===== config.mk =====
export PLATFORM = sky130hd
export DESIGN_NAME = mem_load_ctrl_flat
export DESIGN_NICKNAME = d
export VERILOG_FILES = /design/src/rtl/risc_pkg.sv /design/src/rtl/mem_load_if.sv /design/src/rtl/mem_ld_cksum.sv /design/src/rtl/mem_load_ctrl.sv /design/src/flat_wrapper.sv
export SDC_FILE = /design/constraint.sdc
export NUM_CORES = 1
export LEC_CHECK = 0
export CELL_PAD_IN_SITES_DETAIL_PLACEMENT = 1
export CELL_PAD_IN_SITES_GLOBAL_PLACEMENT = 1
export CORE_MARGIN = 2
export CORE_UTILIZATION = 30
export CTS_CLUSTER_DIAMETER = 120
export DETAILED_ROUTE_END_ITERATION = 6
export DONT_BUFFER_PORTS = 1
export HOLD_SLACK_MARGIN = 0.12
export MAX_ROUTING_LAYER = met4
export PLACE_DENSITY = 0.62
export SETUP_SLACK_MARGIN = 0.1
export SLEW_MARGIN = 15
export SYNTH_ARGS = -nofsm -noshare
export SYNTH_HDL_FRONTEND = slang
export SYNTH_SLANG_ARGS = --single-unit
export TNS_END_PERCENT = 5

===== constraint.sdc =====
create_clock -name clk -period 1.6 [get_ports clk]
set_input_delay 0.16 -clock clk [delete_from_list [all_inputs] [get_ports clk]]
set_output_delay 0.16 -clock clk [all_outputs]
set_load 0.01 [all_outputs]

===== src/rtl/risc_pkg.sv =====
`default_nettype none
// ============================================================================
//  Module      : risc_pkg
//  Description : Shared constants for the 8-bit RISC processor: data/address
//                widths, program RAM depth and the mem_load_ctrl state codes.
//  Revision    : 1.0 - initial release
// ============================================================================
package risc_pkg;

   localparam int DW        = 8;          // data width
   localparam int AW        = 5;          // RAM address width
   localparam int RAM_DEPTH = 1 << AW;    // program/data RAM depth in bytes

   // Boot-load controller state encoding
   typedef logic [2:0] state_t;

   localparam logic [2:0] ST_IDLE   = 3'd0;
   localparam logic [2:0] ST_LOAD   = 3'd1;
   localparam logic [2:0] ST_CHK    = 3'd2;
   localparam logic [2:0] ST_SETTLE = 3'd3;
   localparam logic [2:0] ST_RUN    = 3'd4;
   localparam logic [2:0] ST_ERR    = 3'd5;

endpackage
`default_nettype wire


===== src/rtl/mem_load_if.sv =====
`default_nettype none
// ============================================================================
//  Module      : mem_load_if
//  Description : Host byte stream (valid/ready) plus RAM external write port
//                used by the boot-load controller.
//  Signals     : s_valid, s_data  host -> controller byte stream
//                s_ready          controller -> host accept
//                ewr, ead, edat   controller -> RAM external write port
//  Modports    : master - host/RAM side (drives the stream)
//                slave  - controller side
//  Revision    : 1.0 - initial release
// ============================================================================
interface mem_load_if;
   import risc_pkg::*;

   logic          s_valid;
   logic [DW-1:0] s_data;
   logic          s_ready;
   logic          ewr;
   logic [AW-1:0] ead;
   logic [DW-1:0] edat;

   modport master (
      output s_valid, s_data,
      input  s_ready, ewr, ead, edat
   );

   modport slave (
      input  s_valid, s_data,
      output s_ready, ewr, ead, edat
   );

endinterface
`default_nettype wire


===== src/rtl/mem_ld_cksum.sv =====
`default_nettype none
// ============================================================================
//  Module      : mem_ld_cksum
//  Description : 8-bit modular accumulator for the boot-load checksum.
//                Only instantiated when MEM_LOAD_CHECKSUM_EN is defined.
//  Ports       : clk, rst        clock, asynchronous active-low reset
//                clr             clear the running sum (takes priority)
//                add             accumulate din into the sum
//                din             byte to accumulate / test
//                zero_next       1 when (sum + din) mod 2^DW == 0
//  Revision    : 1.0 - initial release
// ============================================================================
module mem_ld_cksum
   import risc_pkg::*;
(
   input  wire          clk,
   input  wire          rst,
   input  wire          clr,
   input  wire          add,
   input  wire [DW-1:0] din,
   output logic         zero_next
);

   logic [DW-1:0] sum_q;
   logic [DW-1:0] sum_d;
   logic [DW-1:0] sum_plus;

   // Carry out is discarded: the checksum is a modulo-256 sum.
   assign sum_plus  = sum_q + din;
   assign zero_next = (sum_plus == '0);

   always_comb begin
      sum_d = sum_q;
      if (clr) begin
         sum_d = '0;
      end else if (add) begin
         sum_d = sum_plus;
      end
   end

   always_ff @(posedge clk or negedge rst) begin
      if (!rst) begin
         sum_q <= '0;
      end else begin
         sum_q <= sum_d;
      end
   end

endmodule
`default_nettype wire


===== src/rtl/mem_load_ctrl.sv =====
`default_nettype none
// ============================================================================
//  Module      : mem_load_ctrl
//  Description : Boot-load controller. Streams LOAD_LEN host bytes into the
//                program RAM through its external write port while holding
//                the CPU in load mode, then releases the CPU.
//  Ports       : clk, rst         clock, asynchronous active-low reset
//                start            begin a load (IDLE/ERR only)
//                halt             return to IDLE from any state
//                bus (slave)      host stream + RAM external write port
//                cpu_run          1 = CPU runs, 0 = load mode
//                busy             LOAD, SETTLE or CHK
//                err              checksum failure, sticky until next start
//  Parameters  : LOAD_LEN         data bytes per load, 1..2^AW
//  Options     : MEM_LOAD_CHECKSUM_EN - require a trailing checksum byte so
//                that the modulo-256 sum of data + checksum equals 0.
//  Revision    : 1.0 - initial release
// ============================================================================
module mem_load_ctrl
   import risc_pkg::*;
#(
   parameter int LOAD_LEN = 32
)
(
   input  wire        clk,
   input  wire        rst,
   input  wire        start,
   input  wire        halt,
   mem_load_if.slave  bus,
   output logic       cpu_run,
   output logic       busy,
   output logic       err
);

   localparam logic [AW-1:0] LAST_ADDR = AW'(LOAD_LEN - 1);

   state_t        state_q, state_d;
   logic [AW-1:0] addr_q,  addr_d;
   logic          ewr_q,   ewr_d;
   logic [AW-1:0] ead_q,   ead_d;
   logic [DW-1:0] edat_q,  edat_d;

   logic          s_ready;
   logic          xfer;

   assign s_ready     = (state_q == ST_LOAD) || (state_q == ST_CHK);
   assign xfer        = bus.s_valid && s_ready;
   assign bus.s_ready = s_ready;
   assign bus.ewr     = ewr_q;
   assign bus.ead     = ead_q;
   assign bus.edat    = edat_q;

   assign cpu_run = (state_q == ST_RUN);
   assign busy    = (state_q == ST_LOAD) || (state_q == ST_SETTLE) ||
                    (state_q == ST_CHK);

`ifdef MEM_LOAD_CHECKSUM_EN
   logic start_acc;
   logic cksum_zero;
   logic err_q, err_d;

   assign start_acc = !halt && start &&
                      ((state_q == ST_IDLE) || (state_q == ST_ERR));

   // Both data and checksum bytes are accumulated; the sum is only
   // inspected on the checksum transfer itself.
   mem_ld_cksum u_cksum (
      .clk       (clk),
      .rst       (rst),
      .clr       (start_acc),
      .add       (xfer),
      .din       (bus.s_data),
      .zero_next (cksum_zero)
   );

   always_comb begin
      err_d = err_q;
      if (start_acc) begin
         err_d = 1'b0;
      end else if (!halt && xfer && (state_q == ST_CHK) && !cksum_zero) begin
         err_d = 1'b1;
      end
   end

   always_ff @(posedge clk or negedge rst) begin
      if (!rst) begin
         err_q <= 1'b0;
      end else begin
         err_q <= err_d;
      end
   end

   assign err = err_q;
`else
   assign err = 1'b0;
`endif

   always_comb begin
      state_d = state_q;
      addr_d  = addr_q;
      ewr_d   = 1'b0;
      ead_d   = ead_q;
      edat_d  = edat_q;
      // halt wins over everything, including a transfer in the same cycle.
      if (halt) begin
         state_d = ST_IDLE;
      end else begin
         case (state_q)
            ST_IDLE, ST_ERR: begin
               if (start) begin
                  state_d = ST_LOAD;
                  addr_d  = '0;
               end
            end
            ST_LOAD: begin
               if (xfer) begin
                  ewr_d  = 1'b1;
                  ead_d  = addr_q;
                  edat_d = bus.s_data;
                  // Wraps to 0 after 2^AW-1; the value is unused afterwards.
                  addr_d = addr_q + 1'b1;
                  if (addr_q == LAST_ADDR) begin
`ifdef MEM_LOAD_CHECKSUM_EN
                     state_d = ST_CHK;
`else
                     state_d = ST_SETTLE;
`endif
                  end
               end
            end
`ifdef MEM_LOAD_CHECKSUM_EN
            ST_CHK: begin
               // Checksum byte is consumed but never written to RAM.
               if (xfer) begin
                  state_d = cksum_zero ? ST_SETTLE : ST_ERR;
               end
            end
`endif
            // One extra load-mode cycle so the RAM captures the last write.
            ST_SETTLE: state_d = ST_RUN;
            ST_RUN:    state_d = ST_RUN;
            default:   state_d = ST_IDLE;
         endcase
      end
   end

   always_ff @(posedge clk or negedge rst) begin
      if (!rst) begin
         state_q <= ST_IDLE;
         addr_q  <= '0;
         ewr_q   <= 1'b0;
         ead_q   <= '0;
         edat_q  <= '0;
      end else begin
         state_q <= state_d;
         addr_q  <= addr_d;
         ewr_q   <= ewr_d;
         ead_q   <= ead_d;
         edat_q  <= edat_d;
      end
   end

endmodule
`default_nettype wire


===== src/flat_wrapper.sv =====
// flat-port wrapper written by rule: the top's interface ports become plain ports
module mem_load_ctrl_flat import risc_pkg::*;
#(
   parameter int LOAD_LEN = 32
)
  (clk, rst, start, halt, cpu_run, busy, err, bus_s_valid, bus_s_data, bus_s_ready, bus_ewr, bus_ead, bus_edat);
  mem_load_if bus_i ();
  input  wire clk;
  input  wire rst;
  input  wire start;
  input  wire halt;
  output logic cpu_run;
  output logic busy;
  output logic err;
  input wire logic [$bits(bus_i.s_valid)-1:0] bus_s_valid;
  input wire logic [$bits(bus_i.s_data)-1:0] bus_s_data;
  output wire logic [$bits(bus_i.s_ready)-1:0] bus_s_ready;
  output wire logic [$bits(bus_i.ewr)-1:0] bus_ewr;
  output wire logic [$bits(bus_i.ead)-1:0] bus_ead;
  output wire logic [$bits(bus_i.edat)-1:0] bus_edat;
  assign bus_i.s_valid = bus_s_valid;
  assign bus_i.s_data = bus_s_data;
  assign bus_s_ready = bus_i.s_ready;
  assign bus_ewr = bus_i.ewr;
  assign bus_ead = bus_i.ead;
  assign bus_edat = bus_i.edat;
  mem_load_ctrl #(.LOAD_LEN(LOAD_LEN)) u_core (.clk(clk), .rst(rst), .start(start), .halt(halt), .bus(bus_i), .cpu_run(cpu_run), .busy(busy), .err(err));
endmodule

==> impl_metrics.csv <==
group,metric,value,unit
outcome,outcome,"complete, no violations",
drt,num_vias,668,
yosys,synth.yosys.warnings,0,
clock_network,cts-buffers-inserted,3,
drt,ant_nets,0,
yosys,ys_async_sr_fraction,1.00,
timing,tns,0,ns
die,start_util,0.319,
yosys,dominantRegCellSynth,"sky130_fd_sc_hd__dfrtp_1",
placement,numPlacedInstances,125,
final_layout,finish.cell_count_without_fillers,142,
timing,slew_headroom,0.359,
yosys,post_synth_num_cell_types,26,
yosys,synth_top_area_cell,"sky130_fd_sc_hd__dfrtp_1",
global_route,grt_start_max_net_pins,23,
die,cell_row_count,20,
die,num_io_pins,31,
yosys,post-synth-top-area-fraction,0.561,
yosys,synth_top_cells_by_area,"sky130_fd_sc_hd__dfrtp_1 56%, sky130_fd_sc_hd__mux2_1 8.0%, sky130_fd_sc_hd__mux2_2 8.0%",
drt,drt_iter0_markers,1,
yosys,synth.ff_latch_count,22,
drt,dr.pass1.iters,2,
final_layout,regArea,553,µm²
clock_network,clock_latency,0.31,ns
yosys,mappedNetlistNets,97,
timing,finClkSkew,0.00339,ns
die,die_height,61.2,µm
critical_path,reg2reg_depth,3,
worst_hold_path,hold-path-cell-count,3,
critical_path,endpoint_kind,"register",
clock_network,ctsHtreeMaxLevel,1,
critical_path,crit_fanout,6,
worst_hold_path,min-delay-path-class,"primary input to register",
clock_network,clkTransAtPathRegs,0.12,ns
critical_path,worstPathArrival,1.73,ns
yosys,synth-edff-count,0,
drt,drt-vias-per-instance,4.70,
critical_path,critPathKind,"register to register",
global_route,antenna_violations_before_repair,0,
pwr,total_leakage_power,0.548,nW
drt,drc,0,
clock_network,cts.sinks,22,
critical_path,start_kind,"register",
final_layout,diodes,0,
timing,timing.final.crit_period,1.48,ns
timing,rsz0062_at_grt,"yes",
yosys,synth.cell_area,982,µm²
timing,finalCritPeriodShare,0.922,
yosys,synth.most_common_cell,"sky130_fd_sc_hd__dfrtp_1",
die,die_width,61.2,µm
clock_network,cts-root-to-sink-buffers,2,
timing,finalSetupViolCount,0,
global_route,vias_in_the_first_global_route,679,
yosys,netlist_top_cells_count,"22 x sky130_fd_sc_hd__dfrtp_1, 7 x sky130_fd_sc_hd__mux2_1, 7 x sky130_fd_sc_hd__mux2_2, 7 x sky130_fd_sc_hd__nand2_1",
clock_network,clk_root_buffer_cell,"sky130_fd_sc_hd__clkbuf_4",
timing,final-max-slew-violation-count,0,
drt,avgRoutedWirePerCell,14.1,µm
critical_path,worstPathRequired,1.85,ns
pwr,power_density,1020,nW/µm²
yosys,synth-seq-area-share,0.561,
timing,report.final.hold_viol_count,0,
placement,detailed_place_hpwl,1.34,mm
drt,totalWireLength,2.00,mm
pwr,worst_ir_drop_vdd,0.000735,V
global_route,grt_overflow,0,
global_route,total_global_route_track_usage,0.128,
die,placeableCoreArea,3080,µm²
global_route,first_pass_grt_wire_length,3.32,mm
timing,tightestPinTransition,0.959,ns
yosys,post_synth.cell_area_avg,12.0,µm²
final_layout,nNetsFinal,114,
placement,place.port_buffers,0,
run,cap_viol_max_count,0,
yosys,post_synth_inst_count,82,
final_layout,num-fill-cells,335,
placement,globalplace.congestion,0.773,
clock_network,cts_tree,"done",
final_layout,layout-area-overhead-vs-synth,22.5,%
timing,max_clock_freq,678,MHz
final_layout,post_route_cells_drive_above_1_share,0.224,
final_layout,multi_input_area,404,µm²
die,die_area,3750,µm²
## state kept, by name (all words and copies together), names as in the netlist
name / count
u_core.state_q: 3
u_core.addr_q: 5
u_core.bus.ead: 5
u_core.bus.ewr: 1
u_core.bus.edat: 8
## per-layer routing
layer  vias to the layer above  GRT usage  part of all wire
met3                         2     0.0483             0.056
met1                       335      0.151              0.44
met4                         0     0.0280            0.0070
met2                        18      0.208              0.50
met5                         -          -                 0
li1                        313          -                 -
## final cells by class
cell class                 count  area share
clock buffer                   4      0.0301
inverter                       2     0.00624
multi-input combinational     54       0.336
sequential                    22       0.459
tap                           44      0.0457
timing repair buffer          16       0.123
## cells by family (layout without fill, tap and decap cells)
group,after synthesis,in the layout,synth area share
AO/OA/AOI/OAI,10,10,0.0637
XOR/XNOR,1,1,0.00892
adder cells (fa/ha/maj),2,2,0.0255
buffers and inverters,6,22,0.0395
flip-flops,22,22,0.561
multiplexers,14,14,0.161
other,1,1,0.00382
AND/OR/NAND/NOR,26,26,0.138
## stage by stage
| stage | hold slack [ns] | cell area [µm²] | utilization | power (mW) | setup WS [ns] |
|---|---|---|---|---|---|
| CTS | 0.179 | 1190 | 0.387 | 1.24 | 0.107 |
| detailed placement | -0.135 | 1030 | 0.334 | 0.905 | 0.0889 |
| global placement | -0.135 | 1030 | 0.334 | 0.888 | 0.118 |
| floorplan | -0.136 | 982 | - | 0.862 | 0.115 |
| finish | 0.142 | 1200 | 0.391 | 1.23 | 0.124 |
| global route | 0.144 | 1200 | 0.391 | 1.31 | 0.0737 |
## worst paths after layout
kind                              startpoint                 to  slack (ns)
min in group asynchronous                rst   u_core.addr_q[1]        0.44
min reg2reg                 u_core.addr_q[4]   u_core.addr_q[4]        0.53
min                                     halt   u_core.addr_q[4]        0.14
max in group asynchronous                rst  u_core.state_q[2]        0.52
max reg2reg                u_core.state_q[2]   u_core.addr_q[3]        0.12
max                        u_core.state_q[2]   u_core.addr_q[3]        0.12
## what timing repair did
action,CTS,global route
resized for setup,2,2
endpoints found under the hold margin,32,0
hold buffers,11,0
gates cloned,0,0
endpoints found under the setup margin,1,6
setup buffers,2,0
pin swaps,0,0
## critical path, cell delays in order, from the launching register on
cell	delay (ns)
sky130_fd_sc_hd__dfrtp_2	0.45
sky130_fd_sc_hd__or3b_1	0.39
sky130_fd_sc_hd__or4_1	0.50
sky130_fd_sc_hd__nand3_1	0.09
## layout by cell type, fill, tap and decap left out, drive strengths merged, types with 2 or more instances in the layout
| master | Yosys | final |
|---|---|---|
| mux2 | 14 | 14 |
| o21ai | 5 | 5 |
| nand3 | 5 | 5 |
| nand2 | 7 | 7 |
| clkbuf | 0 | 4 |
| a21oi | 3 | 3 |
| dfrtp | 22 | 22 |
| buf | 4 | 5 |
| nor2 | 5 | 5 |
| dlygate4sd3 | 0 | 11 |
| nor3 | 2 | 2 |
| inv | 2 | 2 |
| ha | 2 | 2 |
## power by group
part / switching, mW / internal [mW] / total (mW) / leakage [nW]
clock: 0.168 / 0.139 / 0.307 / 0.0210
combinational: 0.0682 / 0.0928 / 0.161 / 0.246
sequential: 0.111 / 0.650 / 0.761 / 0.281
Note: power is estimated with default switching activity, not from simulation.
